**config.mk**
```make
export PLATFORM = sky130hd
export DESIGN_NAME = rotator_pipelined
export DESIGN_NICKNAME = d
export VERILOG_FILES = /design/src/rtl/rotator_pipelined_pkg.sv /design/src/rtl/rotator_pipelined_slice.sv /design/src/rtl/rotator_pipelined.sv
export SDC_FILE = /design/constraint.sdc
export NUM_CORES = 1
export LEC_CHECK = 0
export ABC_AREA = 1
export CORE_UTILIZATION = 30
export CTS_BUF_LIST = sky130_fd_sc_hd__clkbuf_4 sky130_fd_sc_hd__clkbuf_8 sky130_fd_sc_hd__clkbuf_16
export CTS_CLUSTER_DIAMETER = 150
export DETAILED_ROUTE_END_ITERATION = 12
export DONT_BUFFER_PORTS = 1
export RECOVER_POWER = 100
export SYNTH_ARGS = -nofsm -noshare
export SYNTH_HDL_FRONTEND = slang
export SYNTH_SLANG_ARGS = --single-unit
```
**constraint.sdc**
```tcl
create_clock -name clock -period 3.6 [get_ports clock]
set_clock_uncertainty 0.2 [all_clocks]
set_input_delay 0.36 -clock clock [delete_from_list [all_inputs] [get_ports clock]]
set_output_delay 0.36 -clock clock [all_outputs]
set_load 0.03 [all_outputs]
```
**src/rtl/rotator_pipelined_pkg.sv**
```systemverilog
// Shared helpers and encodings for the pipelined barrel rotator.
// Left rotation is enabled by ROTATOR_PIPELINED_BIDIRECTIONAL_EN.
package rotator_pipelined_pkg;

  localparam logic ROTATE_RIGHT = 1'b0;
  localparam logic ROTATE_LEFT  = 1'b1;

  function automatic int clog2(input int v);
    int r;
    int x;
    r = 0;
    x = v - 1;
    while (x > 0) begin
      r++;
      x = x >> 1;
    end
    return r;
  endfunction

  function automatic int calc_amount_width(input int w);
    return (clog2(w) < 1) ? 1 : clog2(w);
  endfunction

  function automatic int calc_latency(input int w, input int spr);
    return (calc_amount_width(w) + spr - 1) / spr;
  endfunction

endpackage

```
**src/rtl/rotator_pipelined_slice.sv**
```systemverilog
// One register slice: a contiguous range of barrel stages plus a
// valid/ready skid-free pipeline register.
module rotator_pipelined_slice
  import rotator_pipelined_pkg::*;
#(
  parameter int WIDTH        = 8,
  parameter int AMOUNT_WIDTH = 3,
  parameter int FIRST_STAGE  = 0,
  parameter int STAGE_COUNT  = 1
) (
  input  logic                    clock,
  input  logic                    resetn,
  input  logic                    in_valid,
  output logic                    in_ready,
  input  logic [WIDTH-1:0]        in_data,
  input  logic [AMOUNT_WIDTH-1:0] in_amount,
  output logic                    out_valid,
  input  logic                    out_ready,
  output logic [WIDTH-1:0]        out_data,
  output logic [AMOUNT_WIDTH-1:0] out_amount
);

  localparam int EXT = AMOUNT_WIDTH + FIRST_STAGE + STAGE_COUNT;
  localparam int LAST = FIRST_STAGE + STAGE_COUNT;

  function automatic logic [WIDTH-1:0] rotr(
    input logic [WIDTH-1:0] d,
    input int               s
  );
    logic [2*WIDTH-1:0] dd;
    dd = {d, d} >> s;
    return dd[WIDTH-1:0];
  endfunction

  logic [EXT-1:0]   amount_ext;
  logic [WIDTH-1:0] rotated;

  // Stages past the amount width see zero bits and pass data through.
  always_comb begin
    amount_ext = EXT'(in_amount);
    rotated    = in_data;
    for (int k = 0; k < EXT; k++) begin
      if (k >= FIRST_STAGE && k < LAST && amount_ext[k])
        rotated = rotr(rotated, (1 << k) % WIDTH);
    end
  end

  assign in_ready = !out_valid || out_ready;

  always_ff @(posedge clock) begin
    if (!resetn) begin
      out_valid  <= 1'b0;
      out_data   <= '0;
      out_amount <= '0;
    end else if (in_ready) begin
      out_valid <= in_valid;
      if (in_valid) begin
        out_data   <= rotated;
        out_amount <= in_amount;
      end
    end
  end

endmodule

```
**src/rtl/rotator_pipelined.sv**
```systemverilog
// Streaming barrel rotator: normalise amount, then LATENCY slices.
// Define ROTATOR_PIPELINED_BIDIRECTIONAL_EN for the in_direction port.
module rotator_pipelined
  import rotator_pipelined_pkg::*;
#(
  parameter int WIDTH               = 8,
  parameter int STAGES_PER_REGISTER = 1,
  localparam int AMOUNT_WIDTH = calc_amount_width(WIDTH),
  localparam int LATENCY      = calc_latency(WIDTH, STAGES_PER_REGISTER)
) (
  input  logic                    clock,
  input  logic                    resetn,
  input  logic [WIDTH-1:0]        in_data,
  input  logic [AMOUNT_WIDTH-1:0] in_amount,
`ifdef ROTATOR_PIPELINED_BIDIRECTIONAL_EN
  input  logic                    in_direction,
`endif
  input  logic                    in_valid,
  output logic                    in_ready,
  output logic [WIDTH-1:0]        out_data,
  output logic                    out_valid,
  input  logic                    out_ready
);

  logic [AMOUNT_WIDTH-1:0] amount_norm;

  always_comb begin
    amount_norm = AMOUNT_WIDTH'(int'(in_amount) % WIDTH);
`ifdef ROTATOR_PIPELINED_BIDIRECTIONAL_EN
    if (in_direction == ROTATE_LEFT)
      amount_norm = AMOUNT_WIDTH'((WIDTH - int'(amount_norm)) % WIDTH);
`endif
  end

  logic [LATENCY:0]                   valid;
  logic [LATENCY:0]                   ready;
  logic [LATENCY:0][WIDTH-1:0]        data;
  logic [LATENCY:0][AMOUNT_WIDTH-1:0] amount;

  assign valid[0]       = in_valid;
  assign data[0]        = in_data;
  assign amount[0]      = amount_norm;
  assign ready[LATENCY] = out_ready;

  for (genvar i = 0; i < LATENCY; i++) begin : g_slice
    rotator_pipelined_slice #(
      .WIDTH       (WIDTH),
      .AMOUNT_WIDTH(AMOUNT_WIDTH),
      .FIRST_STAGE (i * STAGES_PER_REGISTER),
      .STAGE_COUNT (STAGES_PER_REGISTER)
    ) u_slice (
      .clock     (clock),
      .resetn    (resetn),
      .in_valid  (valid[i]),
      .in_ready  (ready[i]),
      .in_data   (data[i]),
      .in_amount (amount[i]),
      .out_valid (valid[i+1]),
      .out_ready (ready[i+1]),
      .out_data  (data[i+1]),
      .out_amount(amount[i+1])
    );
  end

  // The leftover amount after the last stage carries no information.
  logic unused_amount;
  assign unused_amount = ^amount[LATENCY];

  assign in_ready  = resetn && ready[0];
  assign out_valid = valid[LATENCY];
  assign out_data  = data[LATENCY];

endmodule

```
# Word level (Yosys, flattened, before mapping)
# Cells that the tools add are included.
# op_classes
addsub	0
n_mul	0
div_mod_pow	0
n_lt_le_gt_ge	0
eq_ne	0
shift	0
mux	3
bitwise_logic	0
n_reduce_logical	10
# op_table
cell	n
two-way mux 8 bit	3
AND reduction 2 bit	3
logical NOT 1 bit	3
logical OR 1 bit	3
logical AND 1 bit	1
# word_totals
register_bits	33
latch_bits	0
ram_bits	0
mem_bits_ro	0
in_bits	15
output_inout_bits	10
n_memories	0

# Depth between registers and ports, before layout
# Gate-level depths: netlist of run 1.
# depth
ltp_word	5
ltp_mapped	8
ltp_nobuf	6

# Cells and area by module
# Synthesis of run 1 repeated with hierarchy kept, for this count alone.
# hier_totals
cells_unflattened	299
hier_area_um2	1813.0
# by_module_without_submodules
mod	n_inst	cells_each	area_each_um2	seq_area_each_um2
rotator_pipelined_slice	3	99	601.8	240.2
rotator_pipelined	1	2	7.5	0.0

# Worst setup path after synthesis of run 1
# OpenSTA, ideal clock, no wires.
# synth_timing
kind	register to output
start	reg g_slice[2].u_slice.out_valid
end	out in_ready
arrival_ns	1.069
setup_slack_ns	1.971
stages_incl_launch_ff	5
path_buffers	1
path_cell_list	dfxtp_1 nand4_2 buf_2 nand2_1 inv_1
# synth_via
elab_chain_len	5
# synth_rtl
element	line_no	rtl
from (decl)	rotator_pipelined_slice.sv:17	output logic out_valid,
from (signal assigned)	rotator_pipelined_slice.sv:56	out_valid <= in_valid;
logical NOT 1 bit	rotator_pipelined_slice.sv:48	assign in_ready = !out_valid || out_ready;
logical OR 1 bit (3 in series)	rotator_pipelined_slice.sv:48	
logical AND 1 bit	rotator_pipelined.sv:69	assign in_ready = resetn && ready[0];
to (decl)	rotator_pipelined.sv:19	output logic in_ready,
# No other way between the ends.

# Final worst setup path of run 1
# Same ends and word-level chain as after synthesis.

==> results of run 1 <==
## layout make-up
class                           instances  area share
Clock inverter                          1     0.00311
Timing Repair Buffer                    2      0.0124
Clock buffer                            7      0.0560
Inverter                               40      0.0933
Sequential cell                        30       0.373
Tap cell                               67      0.0521
Multi-Input combinational cell        156       0.410
## stage by stage
| step | setup WS [ns] | hold slack [ns] | total power, uW |
|---|---|---|---|
| 6_report | 0.994 | 0.0131 | 717 |
| 5_1_grt | 0.831 | 0.00613 | 761 |
| 4_1_cts | 1.25 | 0.00554 | 728 |
| 3_5_place_dp | 1.56 | 0.277 | 442 |
| 3_3_place_gp | 1.57 | 0.268 | 440 |
| 2_1_floorplan | 1.97 | 0.242 | 445 |
## worst max path at each step
stage | from | endpoint | slack, ns | cells past startpoint
CTS | g_slice[2].u_slice.out_valid | in_ready | 1.25 | 3
global placement | g_slice[2].u_slice.out_valid | in_ready | 1.57 | 3
floorplan | g_slice[2].u_slice.out_valid | in_ready | 1.97 | 4
finish | g_slice[2].u_slice.out_valid | in_ready | 0.99 | 3
detailed placement | g_slice[2].u_slice.out_valid | in_ready | 1.56 | 3
global route | g_slice[2].u_slice.out_valid | in_ready | 0.83 | 3
## layout by cell type (no fill, tap or decap)
cell type,count
nand2_1,54
clkinv_2,1
nor2_1,44
o21ai_0,15
inv_1,40
o21ai_1,10
dfxtp_1,30
nand4_1,1
dlygate4sd3_1,2
a21oi_1,21
clkbuf_4,1
nand3_1,11
clkbuf_8,6
## power breakdown
part           switching, uW  leakage, uW  internal (uW)
clock network            120    0.0000517            161
logic                   36.8     0.000439           28.0
registers               20.1     0.000247            350
## critical path: stages (launching register included)
cell	delay (ns)
dfxtp_1	0.55
nand4_1	0.77
nand2_1	0.26
inv_1	0.18
## registers in the layout, indices dropped and copies added, names as in the netlist
| register | cells |
|---|---|
| g_slice.u_slice.out_amount | 3 |
| g_slice.u_slice.out_valid | 3 |
| g_slice.u_slice.out_data | 24 |
## layer usage
layer	GRT usage	wire (um)	up-vias
met1	0.122	1300	510
met3	0.0515	179	6
li1	-	-	715
met4	0.0566	55	0
met5	0	0	-
met2	0.180	1140	28
## timing repair
action                     in CTS  in global routing
hold buffers                    2                  0
hold endpoints to repair        6                  0
setup buffers                   0                  0
setup endpoints to repair       0                  0
## cells by family after synthesis
| kind of cell | count (synthesis) | share of synthesized area |
|---|---|---|
| AND/OR/NAND/NOR | 110 | 0.279 |
| buffers and inverters | 62 | 0.191 |
| AO/OA/AOI/OAI | 46 | 0.147 |
| flip-flops | 30 | 0.383 |
==> results.txt, run 1 <==
Area Overhead vs Synth = 2.63%
FFs w/ async S/R, synth = 0
CTS tree = built
Netlist Area Pre-Place = 0.00157 mm2
vias in the first global route = 1,116
grt ovf = 0
worst hold start = resetn
Worst Max-Slew Pin Slew = 0.883 ns
top cells by count, synth = 53 x nand2_1, 44 x nor2_1, 38 x inv_1
DIE WIDTH = 74.3 um
largest net degree at the start of global routing = 23
Leak = 0.000737 uW
vias per cell = 4.16
Reg2Reg Launch Point = g_slice[2].u_slice.out_valid
worst-case clock buffer depth = 2
ys flop type = dfxtp_1
reg-to-reg endpoint = g_slice[0].u_slice.out_data[6]
CP Data Required Time = 3.04 ns
WP data arrival = 2.05 ns
placed inst area = 0.00150 mm2
Final Hold Viols = 0
f_max = 384 MHz
synth unique cells = 16
post_cts resized = 0
Hold Crit Class = input port to flip-flop
DR vias = 1,259
reg2reg path depth = 3
Max Slew Vio Count = 0
final cell count without fillers = 303
Finished Cell Area = 0.00161 mm2
# H-tree levels = 2
final WL = 2670 um
type of origin of the critical path = flip-flop
Clock Sinks = 30
register area = 601 um2
RSZ-0062 raised after global routing = no
first drt pass iteration count = 4
wire per inst = 8.80 um
Clock Latency Late Sink = 0.28 ns
Ys Warns = 0
outcome = finished clean
Remaining DRCs = 0
EDFF count, synth = 0
initial antenna violation count = 0
Layout Nets = 250
Starting Density = 0.321
cell total after placement = 293
# diodes = 0
worst vdd ir = 0.000153 V
worst-path maximum fanout = 22
Post-Syn Nets = 263
CTS buffer count = 5
most frequent cell after synthesis = nand2_1
first-pass GRT wire length = 4560 um
Cell Rows = 25
IO buf count = 0
Slew headroom = 0.410
Die Y = 74.3 um
crit end category = primary output
dpl hpwl = 1930 um
Crit Path Category = flip-flop to primary output
io pins = 25
flop2flop setup slack = 1.51 ns
Routability Congestion = 0.690
final setup vio count = 0
Mean Syn Cell Area = 6.32 um2
area used by multi-input combinational logic = 659 um2
Worst-path clk slew = 0.06 ns
fraction of layout cells with a size suffix above 1 = 0.0339
area of the core = 0.00488 mm2
Cells after Synth = 248
worst hold stages = 2
Yosys top cell by area = dfxtp_1
fillers = 589
Finished Core Util = 0.330
Max Cap Viol = 0
Total GRT Usage = 0.111
Die Area = 0.00552 mm2
Yosys top cell area share = 0.383
power density over cell area = 445 mW/mm2
post-synthesis register bit count = 30
Hold EP = g_slice[0].u_slice.out_data[0]
Final period util = 0.724
Seq/Total Area, Yosys = 0.383
First DRT Iteration DRCs = 37
top cells by area, synth = dfxtp_1 38%, nand2_1 13%, nor2_1 11%
Setup TNS = 0 ns
Min Clock Period, post-route = 2.61 ns
Clock Tree Root = clkbuf_8
post-route ant nets = 0
Note: power is estimated with default switching activity, not from simulation.
==> inputs of run 2 (changes only) <==
clock period = 2.5 ns   (was 3.6 ns; I/O delays follow)
==> run 2 against run 1 <==
  * The flow now finishes with violations (hold timing)
  * Total power rose by 42%
  * Largest power group unchanged
  * Register-to-register slack lost 1.2 ns
  * First-iteration DRC count increased by 5.4%
  * Hold slack worse by 0.014 ns
  * Setup slack got worse by 0.69 ns
  * Sequential power increased by 44%
  * Non-clock buffer count up 2
  * Final area rose by 0.70%
  * Routed wire length up 2.3%
==> results.txt, run 2 (synthesis gave the netlist of run 1 again) <==
Clock Latency Late Sink = 0.28 ns
Routability Congestion = 0.693
Seq pwr share = 0.524
First DRT Iteration DRCs = 39
Finished Core Util = 0.332
Min Clock Period, post-route = 2.20 ns
vias in the first global route = 1,141
worst-path maximum fanout = 22
Starting Density = 0.321
commonest non-fill, non-tap cell in the layout = nand2_1
Clock Sinks = 30
Clock power frac = 0.373
area of the core = 0.00488 mm2
Max Slew Vio Count = 0
CP Data Required Time = 2.52 ns
Die Y = 74.3 um
dpl hpwl = 1900 um
final setup vio count = 0
outcome = finished, violations left
Final period util = 0.879
Layout Nets = 252
Clock Tree Root = clkbuf_8
f_max = 455 MHz
commonest non-fill, non-tap cells in the layout = 54 x nand2_1, 44 x nor2_1, 40 x inv_1, 30 x dfxtp_1, 21 x a21oi_1
Final Hold Viols = 1
Total GRT Usage = 0.113
Worst-path clk slew = 0.06 ns
post_cts resized = 0
failing checks = hold timing
post-route ant nets = 0
WP data arrival = 2.22 ns
Crit Path Category = flip-flop to flip-flop
Area Overhead vs Synth = 3.35%
biggest regs = g_slice.u_slice.out_data: 24 flops, g_slice.u_slice.out_amount: 3 flops, g_slice.u_slice.out_valid: 3 flops
# H-tree levels = 2
switch share = 0.253
worst vdd ir = 0.000150 V
Pint = 758 uW
# diodes = 0
largest net degree at the start of global routing = 23
Remaining DRCs = 0
Die Area = 0.00552 mm2
Hold Crit Class = input port to flip-flop
final WL = 2730 um
RSZ-0062 raised after global routing = no
Max Cap Viol = 0
power density over cell area = 626 mW/mm2
max FFs per register = 24
flop2flop setup slack = 0.30 ns
worst-case clock buffer depth = 2
initial antenna violation count = 0
DIE WIDTH = 74.3 um
Largest Register = g_slice.u_slice.out_data
hold slack = -0.00125 ns
io pins = 25
Slew headroom = 0.560
Worst Max-Slew Pin Slew = 0.657 ns
Design Power = 1020 uW
wire per inst = 8.99 um
vias per cell = 4.15
CTS tree = built
Leak = 0.000749 uW
first drt pass iteration count = 4
DR vias = 1,258
IO buf count = 0
CTS buffer count = 5
fraction of layout cells with a size suffix above 1 = 0.0339
grt ovf = 0
Cell Rows = 25
Setup TNS = 0 ns
first-pass GRT wire length = 4650 um
crit end category = flip-flop
type of origin of the critical path = flip-flop
Logic pwr share = 0.103
net switching power = 257 uW
## run 2: changes by cell type in the layout (fill, tap and decap cells not counted)
| cell | delta |
|---|---|
| nand4_2 | +1 |
| dlygate4sd3_1 | +1 |
| clkinv_2 | -1 |
| nand4_1 | -1 |
| clkbuf_4 | -1 |
| buf_4 | +1 |
## run 2: metal layers
metal | wire (um) | up-vias | GRT usage | part of all wire
met5 | 0 | - | 0 | 0
met4 | 60 | 0 | 0.0692 | 0.022
met3 | 169 | 7 | 0.0366 | 0.062
met2 | 1110 | 31 | 0.181 | 0.41
met1 | 1390 | 496 | 0.130 | 0.51
li1 | - | 724 | - | -
## run 2: stage by stage
step / instance area, um2 / hold WS, ns / setup WS, ns / cells
2_1_floorplan: 1570 / 0.179 / 0.981 / 248
3_3_place_gp: 1510 / 0.178 / 0.770 / 294
3_5_place_dp: 1510 / 0.177 / 0.748 / 294
4_1_cts: 1620 / 0.0103 / 0.328 / 303
5_1_grt: 1620 / 0.0112 / 0.150 / 303
6_report: 1620 / -0.00125 / 0.303 / 303
## run 2: worst paths after layout
| path | startpoint | endpoint | depth (start not counted) |
|---|---|---|---|
| setup reg to reg | g_slice[2].u_slice.out_valid | g_slice[0].u_slice.out_data[7] | 6 |
| hold / removal | out_ready | g_slice[2].u_slice.out_valid | 3 |
| setup / recovery | g_slice[2].u_slice.out_valid | g_slice[0].u_slice.out_data[7] | 6 |
| hold reg to reg | g_slice[0].u_slice.out_amount[2] | g_slice[0].u_slice.out_amount[2] | 2 |
## run 2: repair_timing
action / 4_1_cts / 5_1_grt
buffers inserted: 0 / 0
hold buffers: 3 / 0
endpoints found under the hold margin: 20 / 0
## run 2: cell type report
class,count,area [um2]
clock buffers,6,82.6
fillers,578,3260
inverters,40,150
multi-input cells,156,666
flip-flops and latches,30,601
well taps,67,83.8
repair buffers,4,37.5
## run 2: worst max-delay path: stages (launching register included)
cell           delay [ns]
dfxtp_1              0.31
buf_4                0.17
nand4_2              0.47
nand3_1              0.25
nand2_1              0.07
dlygate4sd3_1        0.58
nor2_1               0.08
## run 2: power by group through the flow
stage	Combinational, uW	Sequential (uW)	Clock (uW)
3_3_place_gp	93.8	541	0
2_1_floorplan	112	528	0
5_1_grt	126	537	408
4_1_cts	107	532	386
3_5_place_dp	95.1	542	0
6_report	105	531	379
